### config.mk
export PLATFORM = sky130hd
export DESIGN_NAME = sortn_pipe_flat
export DESIGN_NICKNAME = d
export VERILOG_FILES = /design/src/rtl/sort_pkg.sv /design/src/rtl/sortn_pipe_if.sv /design/src/rtl/cmp_swap.sv /design/src/rtl/sortn_pipe.sv /design/src/flat_wrapper.sv
export SDC_FILE = /design/constraint.sdc
export NUM_CORES = 1
export LEC_CHECK = 0
export CORE_ASPECT_RATIO = 1.25
export CORE_MARGIN = 10
export CORE_UTILIZATION = 53
export CTS_CLUSTER_SIZE = 30
export DETAILED_ROUTE_END_ITERATION = 10
export GPL_TIMING_DRIVEN = 1
export PLACE_DENSITY_LB_ADDON = 0.3
export SYNTH_ARGS = -nofsm -noshare
export SYNTH_HDL_FRONTEND = slang
export SYNTH_SLANG_ARGS = --single-unit
### constraint.sdc
create_clock -name clk -period 2.7 [get_ports clk]
set_input_delay 0.54 -clock clk [delete_from_list [all_inputs] [get_ports clk]]
set_output_delay 0.54 -clock clk [all_outputs]
set_load 0.01 [all_outputs]
### src/rtl/sort_pkg.sv
// Shared defaults, parameter legality checks and stage-count helper for the
// odd-even transposition sorter.
package sort_pkg;
    localparam int DATA_W_DEF = 8;
    localparam int N_DEF      = 3;
    localparam int N_MIN      = 3;
    localparam int N_MAX      = 9;
    localparam int W_MIN      = 2;
    localparam int W_MAX      = 16;

    function automatic bit n_legal(input int n);
        return (n >= N_MIN) && (n <= N_MAX) && (n % 2 == 1);
    endfunction

    function automatic bit w_legal(input int w);
        return (w >= W_MIN) && (w <= W_MAX);
    endfunction

    // An odd-even transposition network needs as many stages as elements.
    function automatic int stage_count(input int n);
        return n;
    endfunction
endpackage

### src/rtl/sortn_pipe_if.sv
// Valid/ready window-in, sorted-result-out bundle for sortn_pipe.
import sort_pkg::*;

interface sortn_pipe_if #(
    parameter int DATA_W = DATA_W_DEF,
    parameter int N      = N_DEF
);
    logic                in_valid;
    logic                in_ready;
    logic [N*DATA_W-1:0] in_data;
    logic                in_desc;
    logic                out_valid;
    logic                out_ready;
    logic [N*DATA_W-1:0] out_data;
    logic [DATA_W-1:0]   out_min;
    logic [DATA_W-1:0]   out_med;
    logic [DATA_W-1:0]   out_max;

    modport master (
        output in_valid, in_data, in_desc, out_ready,
        input  in_ready, out_valid, out_data, out_min, out_med, out_max
    );

    modport slave (
        input  in_valid, in_data, in_desc, out_ready,
        output in_ready, out_valid, out_data, out_min, out_med, out_max
    );
endinterface

### src/rtl/cmp_swap.sv
// Combinational compare-exchange: x/y get the ordered pair; equal inputs
// never swap.
module cmp_swap #(
    parameter int DATA_W = 8
) (
    input  logic              desc,
    input  logic [DATA_W-1:0] a,
    input  logic [DATA_W-1:0] b,
    output logic [DATA_W-1:0] x,
    output logic [DATA_W-1:0] y
);
    logic swap;

    always_comb begin
        swap = desc ? (a < b) : (a > b);
        x    = swap ? b : a;
        y    = swap ? a : b;
    end
endmodule

### src/rtl/sortn_pipe.sv
// Fully pipelined N-stage odd-even transposition sorter with valid/ready
// handshake, per-window order bit, and min/median/max taps.
module sortn_pipe
    import sort_pkg::*;
#(
    parameter int DATA_W     = DATA_W_DEF,
    parameter int N          = N_DEF,
    parameter int DESCEND_EN = 1
) (
    input logic         clk,
    input logic         rst,
    sortn_pipe_if.slave bus
);
    localparam int S = stage_count(N);

    typedef logic [N-1:0][DATA_W-1:0] vec_t;

    if (!n_legal(N)) begin : g_bad_n
        $error("sortn_pipe: N must be odd and within 3..9");
    end
    if (!w_legal(DATA_W)) begin : g_bad_w
        $error("sortn_pipe: DATA_W must be within 2..16");
    end

    vec_t           src [S];
    vec_t           nxt [S];
    vec_t           q   [S];
    logic [S-1:0]   vld;
    logic [S-1:0]   dsc;
    logic [S-1:0]   dsc_in;
    logic           advance;

    assign advance      = !vld[S-1] || bus.out_ready;
    assign bus.in_ready = advance;

    assign src[0] = bus.in_data;
    if (DESCEND_EN != 0) begin : g_desc
        assign dsc_in[0] = bus.in_desc;
    end else begin : g_asc_only
        assign dsc_in[0] = 1'b0;
    end

    for (genvar s = 1; s < S; s++) begin : g_link
        assign src[s]    = q[s-1];
        assign dsc_in[s] = dsc[s-1];
    end

    // Even stages leave the top element unpaired, odd stages leave element 0.
    for (genvar s = 0; s < S; s++) begin : g_stage
        for (genvar p = s % 2; p + 1 < N; p += 2) begin : g_cmp
            cmp_swap #(.DATA_W(DATA_W)) u_cmp (
                .desc (dsc_in[s]),
                .a    (src[s][p]),
                .b    (src[s][p+1]),
                .x    (nxt[s][p]),
                .y    (nxt[s][p+1])
            );
        end
        if (s % 2 == 0) begin : g_pass_top
            assign nxt[s][N-1] = src[s][N-1];
        end else begin : g_pass_bot
            assign nxt[s][0] = src[s][0];
        end
    end

    always_ff @(posedge clk or posedge rst) begin
        if (rst) begin
            for (int unsigned s = 0; s < S; s++) begin
                q[s] <= '0;
            end
            vld <= '0;
            dsc <= '0;
        end else if (advance) begin
            for (int unsigned s = 0; s < S; s++) begin
                q[s] <= nxt[s];
            end
            vld <= {vld[S-2:0], bus.in_valid};
            dsc <= dsc_in;
        end
    end

    assign bus.out_valid = vld[S-1];
    assign bus.out_data  = q[S-1];
    assign bus.out_med   = q[S-1][(N-1)/2];
    assign bus.out_min   = dsc[S-1] ? q[S-1][N-1] : q[S-1][0];
    assign bus.out_max   = dsc[S-1] ? q[S-1][0]   : q[S-1][N-1];
endmodule

### src/flat_wrapper.sv
// flat-port wrapper written by rule: the top's interface ports become plain ports
module sortn_pipe_flat import sort_pkg::*;
#(
    parameter int DATA_W     = DATA_W_DEF,
    parameter int N          = N_DEF,
    parameter int DESCEND_EN = 1
)
  (clk, rst, bus_in_valid, bus_in_data, bus_in_desc, bus_out_ready, bus_in_ready, bus_out_valid, bus_out_data, bus_out_min, bus_out_med, bus_out_max);
  sortn_pipe_if #(.DATA_W(DATA_W), .N(N)) bus_i ();
  input logic clk;
  input logic rst;
  input wire logic [$bits(bus_i.in_valid)-1:0] bus_in_valid;
  input wire logic [$bits(bus_i.in_data)-1:0] bus_in_data;
  input wire logic [$bits(bus_i.in_desc)-1:0] bus_in_desc;
  input wire logic [$bits(bus_i.out_ready)-1:0] bus_out_ready;
  output wire logic [$bits(bus_i.in_ready)-1:0] bus_in_ready;
  output wire logic [$bits(bus_i.out_valid)-1:0] bus_out_valid;
  output wire logic [$bits(bus_i.out_data)-1:0] bus_out_data;
  output wire logic [$bits(bus_i.out_min)-1:0] bus_out_min;
  output wire logic [$bits(bus_i.out_med)-1:0] bus_out_med;
  output wire logic [$bits(bus_i.out_max)-1:0] bus_out_max;
  assign bus_i.in_valid = bus_in_valid;
  assign bus_i.in_data = bus_in_data;
  assign bus_i.in_desc = bus_in_desc;
  assign bus_i.out_ready = bus_out_ready;
  assign bus_in_ready = bus_i.in_ready;
  assign bus_out_valid = bus_i.out_valid;
  assign bus_out_data = bus_i.out_data;
  assign bus_out_min = bus_i.out_min;
  assign bus_out_med = bus_i.out_med;
  assign bus_out_max = bus_i.out_max;
  sortn_pipe #(.DATA_W(DATA_W), .N(N), .DESCEND_EN(DESCEND_EN)) u_core (.clk(clk), .rst(rst), .bus(bus_i));
endmodule
==> impl_metrics.py <==
metrics = {
    "status": {
        "outcome": "complete, no violations",
    },
    "timing": {
        "fin_skew_ps": 12.2,
        "setup-violations-final": 0,
        "fmax_mhz": 395,
        "fin_setup_tns_ps": 0,
        "finalHoldViolations": 0,
        "slew_violations": 0,
        "worst_pin_slew_ps": 530,
        "rsz0062_at_grt": "false",
        "fin_crit_sh_pct": 93.9,
        "slew_headroom_pct": 64.7,
        "fin_crit_ps": 2530,
    },
    "setup_path": {
        "rrSetupSlack_ps": 420,
        "reg2reg_from": "u_core.q[63]",
        "required_ps": 2160,
        "endpoint_kind": "primary output",
        "arrival_ps": 1990,
        "reg2reg_to": "u_core.nxt[20]",
        "crit_type": "reg2out",
        "reg2reg_depth": 6,
        "cp_max_fo": 12,
        "start_kind": "flip-flop",
    },
    "routing": {
        "viasPerCell": 5.75,
        "drtAntennaViolNets": 0,
        "wire_per_inst_um": 16.6,
        "vias": 3592,
        "wirelength_um": 10400,
        "firstDrtPassIters": 4,
        "drt_iter0_drc": 123,
        "remaining_drc_errors": 0,
    },
    "synth": {
        "ys_types": 29,
        "synth_xor_area_share_pct": 0,
        "synth_area_um2": 4550,
        "yosys_warnings": 0,
        "ys_seq_area_share_pct": 42.9,
        "synth_adder_area_share_pct": 6.61,
        "synth_seq_cells": 78,
        "syn_nets": 516,
        "synth_mux_area_share_pct": 19.0,
        "synth_top_family_by_area": "multiplexers",
        "netlist_instances": 463,
        "avgSynthCellArea_um2": 9.82,
        "synth-compound-area-share_pct": 16.3,
        "synthSimpleGateAreaFrac_pct": 8.75,
    },
    "power": {
        "leakage_nw": 2.53,
        "vdd_drop_max_mv": 0.411,
        "power_density_nw_per_um2": 1130,
    },
    "layout": {
        "final_cells": 625,
        "fillers": 636,
        "drive_gt1_share_pct": 11.7,
        "antenna_cells": 0,
        "design_area_um2": 5540,
        "final_nets": 577,
        "area_delta_synth_final_pct": 21.9,
    },
    "grt": {
        "grt_remaining_overflow": 0,
        "grt_pass1_wl_um": 16900,
        "grt_use_total_pct": 16.5,
        "grt_pass1_vias": 3600,
        "antenna_found_initial": 0,
        "grt_max_degree": 135,
    },
    "clock_tree": {
        "clkLatencyLatePin_ps": 350,
        "ctsHoldBuffers": 0,
        "cts_setup_buffers": 0,
        "clock_tree.root_cell": "clkbuf_8",
        "clk_pin_slew_ps": 70,
        "clk_path_buf_depth": 2,
        "cts_num_sinks": 78,
        "cts_tree": "done",
        "htreeDepth": 3,
        "numCtsBuffers": 9,
        "cts_resized": 0,
    },
    "die": {
        "num_rows": 37,
        "dieHeight_um": 124,
        "fp.dieW_um": 103,
        "core_um2": 8290,
        "pin_count": 79,
        "initial_core_util_pct": 54.9,
        "dieArea_um2": 12700,
    },
    "worst_hold_path": {
        "worstHoldStart": "u_core.vld[1]",
        "hold_path_end": "u_core.vld[2]",
        "hold_path_class": "reg2reg",
        "hold_depth": 1,
    },
    "placed_design": {
        "port_buffers": 78,
        "dp.cells": 610,
        "routabilityCongestion": 0.823,
        "placement.cell_area_um2": 5350,
        "dp_hpwl_um": 7720,
    },
    "job": {
        "max_cap_violations": 0,
    },
}
==> how the worst max path moves through the flow <==
stage                         start                      to  cells past startpoint
floorplan                       rst  u_core.bus.out_data[0]                      1
global placement     bus_in_data[9]            u_core.q[58]                      8
detailed placement  bus_in_data[15]            u_core.q[63]                      8
CTS                   u_core.dsc[2]          bus_out_min[2]                      3
global route          u_core.dsc[2]          bus_out_min[4]                      3
finish                u_core.dsc[2]          bus_out_min[2]                      3
==> power by group <==
| group | switching [mW] | internal [mW] |
|---|---|---|
| clock | 0.408 | 0.444 |
| combinational | 1.55 | 1.76 |
| sequential | 0.453 | 1.64 |
==> cells in the mapped netlist <==
master / n / area, µm²
nor3_1: 1 / 5.00
clkbuf_1: 16 / 60.1
mux2i_1: 48 / 480
nand4_1: 6 / 37.5
and2_1: 24 / 150
nor2_1: 27 / 101
buf_4: 9 / 67.6
o211ai_1: 3 / 22.5
buf_6: 1 / 11.3
nand2b_1: 1 / 6.26
a311o_1: 1 / 10.0
a21o_1: 4 / 30.0
o21ai_0: 13 / 65.1
buf_2: 7 / 35.0
a221oi_2: 1 / 15.0
a21oi_1: 103 / 515
nor2b_1: 4 / 25.0
inv_1: 28 / 105
nand2_1: 15 / 56.3
and3_4: 1 / 11.3
ha_1: 24 / 300
a211o_1: 2 / 17.5
buf_1: 3 / 11.3
mux2_2: 34 / 383
nand3_1: 1 / 5.00
a211oi_1: 5 / 37.5
dfrtp_1: 78 / 1950
a311oi_1: 1 / 8.76
o211a_1: 2 / 20.0
==> area by class of cell <==
| class | count | area, µm² | share of cell area [%] |
|---|---|---|---|
| flip-flops and latches | 78 | 1950 | 35.2 |
| inverters | 28 | 105 | 1.90 |
| clock inverters | 4 | 47.5 | 0.858 |
| repair buffers | 86 | 853 | 15.4 |
| multi-input cells | 321 | 2320 | 41.9 |
| clock buffers | 11 | 141 | 2.55 |
| well taps | 97 | 121 | 2.19 |
==> registers in the layout (all words and copies together), names as in the netlist <==
signal	count
u_core.q	32
u_core.bus.out_data	16
u_core.vld	3
u_core.bus.out_med	8
u_core.dsc	3
u_core.nxt	16
==> stage by stage <==
step	worst slack (ps)	power, mW	hold WS, ps	utilization (%)
2_1_floorplan	165	4.16	428	-
3_3_place_gp	189	5.27	434	64.6
3_5_place_dp	96.6	5.44	458	64.6
4_1_cts	152	6.29	477	66.9
5_1_grt	102	6.67	499	66.9
6_report	165	6.25	468	66.9
==> logic make-up after synthesis <==
family / after synthesis
adder cells (fa/ha/maj): 24
flip-flops: 78
multiplexers: 82
AO/OA/AOI/OAI: 135
buffers and inverters: 64
AND/OR/NAND/NOR: 80
==> placed cells by master (no fill, tap or decap), types with 7 or more instances in the layout <==
cell / instances
a21oi_1: 103
inv_1: 27
mux2_2: 34
clkbuf_8: 10
mux2i_1: 48
o21ai_0: 13
ha_1: 24
buf_4: 7
nor2_1: 27
clkdlybuf4s50_1: 78
nand2_1: 15
and2_1: 24
dfrtp_1: 78
==> layer usage <==
metal / routed length, µm / track usage, %
met3: 526 / 3.07
met5: 0 / 0
met2: 5170 / 29.0
met4: 234 / 7.06
met1: 4460 / 19.3
==> critical path, stage by stage, from the launching register on <==
cell and delay (ps):
dfrtp_1 540, buf_4 270, mux2_2 350, clkdlybuf4s50_1 480
Power figures use the tool's default switching activity.
